$ cat config.mk
export PLATFORM = sky130hd
export DESIGN_NAME = uart_slot_master
export DESIGN_NICKNAME = d
export VERILOG_FILES = /design/src/rtl/uart_slot_master.sv
export SDC_FILE = /design/constraint.sdc
export NUM_CORES = 1
export LEC_CHECK = 0
export CORE_MARGIN = 5
export CORE_UTILIZATION = 60
export DETAILED_ROUTE_END_ITERATION = 10
export DONT_BUFFER_PORTS = 1
export HOLD_SLACK_MARGIN = 0.02
export PLACE_DENSITY = 0.75
export SLEW_MARGIN = 20
export SYNTH_ARGS = -nofsm -noshare
export SYNTH_HDL_FRONTEND = slang
export SYNTH_SLANG_ARGS = --single-unit
$ cat constraint.sdc
create_clock -name clk -period 1.8 [get_ports clk]
set_input_delay 0.18 -clock clk [delete_from_list [all_inputs] [get_ports clk]]
set_output_delay 0.18 -clock clk [all_outputs]
set_load 0.005 [all_outputs]
$ cat src/rtl/uart_slot_master.sv
// MMIO initiator for the UART slot: programs the baud divisor, then moves bytes
// between a TX/RX valid/ready byte-stream pair and the UART FIFOs by status polling.
//
// Handshakes: a byte moves on tx_* when tx_valid && tx_ready at a rising edge, and on
// rx_* when rx_valid && rx_ready at a rising edge; valid never waits on ready, and
// valid/data stay stable until the transfer happens.
module uart_slot_master #(
   parameter int DVSR_W   = 11,
   parameter bit RX_FIRST = 1'b0
) (
   input  logic              clk,
   input  logic              reset,
   input  logic [DVSR_W-1:0] dvsr_in,
   input  logic              cfg_req,
   input  logic              tx_valid,
   input  logic [7:0]        tx_byte,
   output logic              tx_ready,
   output logic              rx_valid,
   output logic [7:0]        rx_byte,
   input  logic              rx_ready,
   output logic              cs,
   output logic              read,
   output logic              write,
   output logic [4:0]        addr,
   output logic [31:0]       wr_data,
   input  logic [31:0]       rd_data
);

   typedef enum logic [2:0] {
      RST_IDLE,
      CFG,
      POLL,
      TX_WR,
      RX_POP
   } state_t;

   state_t            state;
   state_t            next_state;
   logic              cfg_pend;
   logic              last_rx;
   logic [DVSR_W-1:0] dvsr_q;
   logic [7:0]        tx_q;
   logic              tx_elig;
   logic              rx_elig;
   logic              unused_rd_hi;

   assign unused_rd_hi = ^rd_data[31:10];

   always_comb begin
      tx_elig    = tx_valid && !rd_data[9];
      rx_elig    = !rd_data[8] && !rx_valid;
      next_state = state;
      case (state)
         RST_IDLE: next_state = CFG;
         CFG:      next_state = POLL;
         POLL: begin
            if (cfg_pend)
               next_state = CFG;
            else if (tx_elig && rx_elig)
               next_state = last_rx ? TX_WR : RX_POP;
            else if (tx_elig)
               next_state = TX_WR;
            else if (rx_elig)
               next_state = RX_POP;
            else
               next_state = POLL;
         end
         TX_WR:    next_state = POLL;
         RX_POP:   next_state = POLL;
         default:  next_state = RST_IDLE;
      endcase
   end

   // dvsr_in and tx_byte are captured on entry so the slot outputs come from registers only.
   always_ff @(posedge clk or negedge reset) begin
      if (!reset) begin
         state    <= RST_IDLE;
         cfg_pend <= 1'b0;
         last_rx  <= ~RX_FIRST;
         dvsr_q   <= '0;
         tx_q     <= '0;
         rx_valid <= 1'b0;
         rx_byte  <= '0;
      end else begin
         state    <= next_state;
         cfg_pend <= cfg_req || (cfg_pend && state != CFG);
         if (next_state == CFG)
            dvsr_q <= dvsr_in;
         if (state == POLL && next_state == TX_WR) begin
            tx_q    <= tx_byte;
            last_rx <= 1'b0;
         end
         if (state == POLL && next_state == RX_POP) begin
            rx_byte <= rd_data[7:0];
            last_rx <= 1'b1;
         end
         if (state == RX_POP)
            rx_valid <= 1'b1;
         else if (rx_valid && rx_ready)
            rx_valid <= 1'b0;
      end
   end

   always_comb begin
      cs       = 1'b0;
      read     = 1'b0;
      write    = 1'b0;
      addr     = 5'd0;
      wr_data  = 32'h0;
      tx_ready = 1'b0;
      case (state)
         CFG: begin
            cs      = 1'b1;
            write   = 1'b1;
            addr    = 5'd1;
            wr_data = {{(32-DVSR_W){1'b0}}, dvsr_q};
         end
         POLL: begin
            cs   = 1'b1;
            read = 1'b1;
         end
         TX_WR: begin
            cs       = 1'b1;
            write    = 1'b1;
            addr     = 5'd2;
            wr_data  = {24'h0, tx_q};
            tx_ready = 1'b1;
         end
         RX_POP: begin
            cs    = 1'b1;
            write = 1'b1;
            addr  = 5'd3;
         end
         default: begin
         end
      endcase
   end

endmodule

==> key figures <==
Synthesis
  • Async S/R FF share, synth: between 90% and 100%
  • Post-synthesis sequential area ratio: between 50% and 60%
  • Cell Area, Synth: approximately 1600 sq um
  • EDFF count, synth: 0
  • Warnings from Yosys: 0
  • Seq cells post-synth: 33
  • Cell variety after synth: 26
  • Yosys top cell area share: 48.8%
  • Synth Area per Inst: ~12 sq um
  • Synth cell count leaders: dfrtp_1 (32), mux2_2 (27), buf_4 (25)
  • Syn Inst Count: 135
  • Most common cell in the synthesized netlist: dfrtp_1
  • Post-synth top area cell: dfrtp_1
  • Ranking of synthesized cells by area: dfrtp_1 (49%), mux2_2 (19%), buf_4 (11%)
  • Most used DFF post-synth: dfrtp_1

Floorplanning
  • Die X: 62.3 um
  • Core area: 2690 sq um
  • Io pins: around 110
  • Die Y-Extent: around 62 um
  • Initial Utilization: 61.1%
  • Core Rows: 19
  • Die area: ~3900 sq um

CTS
  • Worst-path clk slew: about 100 ps
  • Num CTS Buffers: 5
  • TritonCTS clock tree: done
  • H-tree level count: 2
  • Clk Latency, worst-skew pair: 330 ps
  • CTS sink count: 33
  • CTS Buffer Depth: 2
  • Clock tree root driver cell: clkbuf_4

Min path
  • Hold path startpoint: rd_data[9]
  • Hold Path Sink: state[0]
  • Hold Path Stages: 3
  • Class of the worst hold path: in -> reg

Place
  • Dpl hpwl: 2410 um
  • Port Buffers: 0
  • Placed Area: about 1600 sq um
  • Placed cells: approximately 170
  • RePlAce Congestion: between 0.6 and 0.7
  • Pre-CTS setup slack: 105 ps

GRT
  • GR Overflow Total: 0
  • Vias in the first global route: between 1000 and 1500
  • Total GRT Usage: around a fifth
  • Largest net degree at the start of global routing: 34
  • First-pass GRT wire length: 5610 um
  • Initial antenna violation count: 0

Critical path
  • Reg2reg start: state[0]
  • Setup slack, reg-to-reg: around 51 ps
  • Arr. time, crit path: a little under 2000 ps
  • Reg2reg path depth: 3
  • R2R Path End: tx_q[4]
  • Req. time, crit path: 2020 ps
  • CP Capture Type: register
  • Kind of critical path: reg -> reg
  • Peak fanout along the critical path: 8
  • Worst setup SP type: register

Power and ir drop
  • Reg power frac: a little under half
  • Sw Share: approximately a third
  • Pwr dens: 1470 nW/um^2
  • Logic pwr share: a little under two fifths
  • Maximum VDD drop: 1.14 mV
  • Leakage: ~0.00095 uW
  • Net Switching: roughly 1000 uW
  • Power share of the clock group: around 16%
  • Power Internal: 1930 uW

Detailed routing
  • Post-route antenna net violation count: 0
  • Final WL: roughly 3800 um
  • Via density: roughly 5.3
  • Vias: 1096
  • Drt drc: 0
  • Pre-Repair DR Iteration Count: 4
  • Initial DRC Count: 38
  • Wirelength per Cell: about 19 um

Flow run
  • Max cap viols: 0

Final layout
  • Ant. Diodes: 0
  • Area growth syn-to-layout: 22.5%
  • Final Cell Area: between 2000 and 2500 sq um
  • # nets final: 229
  • Fillers: 164
  • Finished Core Util: about 75%
  • Post-route non-filler standard cell count: 205
  • Share of layout cells above drive strength 1: 28.2%

STA
  • Crit share post-route: 97.2%
  • Final Hold Fails: 0
  • Final count of pins violating max slew: 0
  • PnR worst setup slack: ~51 ps
  • Final min period: around 1700 ps
  • Final setup vio count: 0
  • Highest clock rate: around 570 MHz
  • Skew final: roughly 9.0 ps
  • TNS Setup: 0 ps

Status
  • Status: finished clean
==> sequential cells by signal (all words and copies together) (netlist names) <==
register	count
cfg_pend	1
rx_byte	8
last_rx	1
rx_valid	1
state	3
tx_q	8
dvsr_q	11
==> metrics by stage <==
stage	hold slack, ps	total power, uW
final	89.4	2950
after global routing	93.2	3140
after CTS	93.6	2860
after detailed placement	-115	2330
after global placement	-115	2250
after floorplan	-116	2100
==> power by group through the flow <==
stage / sequential, uW / combinational (uW) / clock (uW)
global placement: 1310 / 937 / 0
detailed placement: 1350 / 983 / 0
CTS: 1330 / 1060 / 470
finish: 1360 / 1120 / 466
floorplan: 1270 / 831 / 0
global route: 1390 / 1230 / 520
==> what timing repair did <==
action / in CTS / in global routing
setup buffers: 0 / 0
setup endpoints to repair: 0 / 10
endpoints found under the hold margin: 62 / 0
hold buffers: 31 / 0
resized for setup: 0 / 7
==> final cells by class <==
cell class	instances	area, sq um	share of cell area [%]
Clock inverter	1	5.00	0.249
Multi-Input combinational cell	92	684	34.1
Clock buffer	7	65.1	3.24
Inverter	4	15.0	0.747
Tap cell	31	38.8	1.93
Sequential cell	33	828	41.2
Timing Repair Buffer	37	373	18.6
==> layout by cell type, fill, tap and decap left out, types with 3 or more instances in the layout <==
master and n:
a22o_1 8, nor2_1 3, nand2_1 3, nand2b_1 4, inv_1 4, dfrtp_1 31, dlygate4sd3_1 30, clkbuf_4 5
mux2_2 27, a21oi_1 4, and2_1 5, buf_4 4, conb_1 24
==> metal layers <==
metal / vias up / wire length [um] / track usage (%)
met1: 546 / 1370 / 20.9
met2: 57 / 2090 / 33.0
met4: 0 / 39 / 8.75
met3: 4 / 299 / 7.03
li1: 489 / - / -
met5: - / 0 / 0
==> worst max path at each step <==
stage | start | end | slack [ps] | depth (start not counted)
after floorplan | state[2] | tx_q[0] | 210 | 5
after global placement | state[2] | tx_q[6] | 180 | 3
after detailed placement | state[0] | tx_q[0] | 110 | 3
after CTS | state[2] | wr_data[1] | 40 | 5
after global routing | state[1] | tx_q[4] | -20 | 3
final | state[0] | tx_q[4] | 50 | 3
==> worst max-delay path, stage by stage (launching register included) <==
cell     delay (ps)
dfrtp_2         490
nor4b_4         260
and3_1          490
mux2_2          390
==> cells by family (layout without fill, tap and decap cells) <==
group,count (synthesis),count (layout),share of synthesized area (%)
flops,33,33,50.4
buf+inv,33,49,13.9
mux,27,27,18.5
simple gates,25,25,9.76
compound gates,16,16,7.17
other cells,1,24,0.229
(Power assumes the default switching activity.)
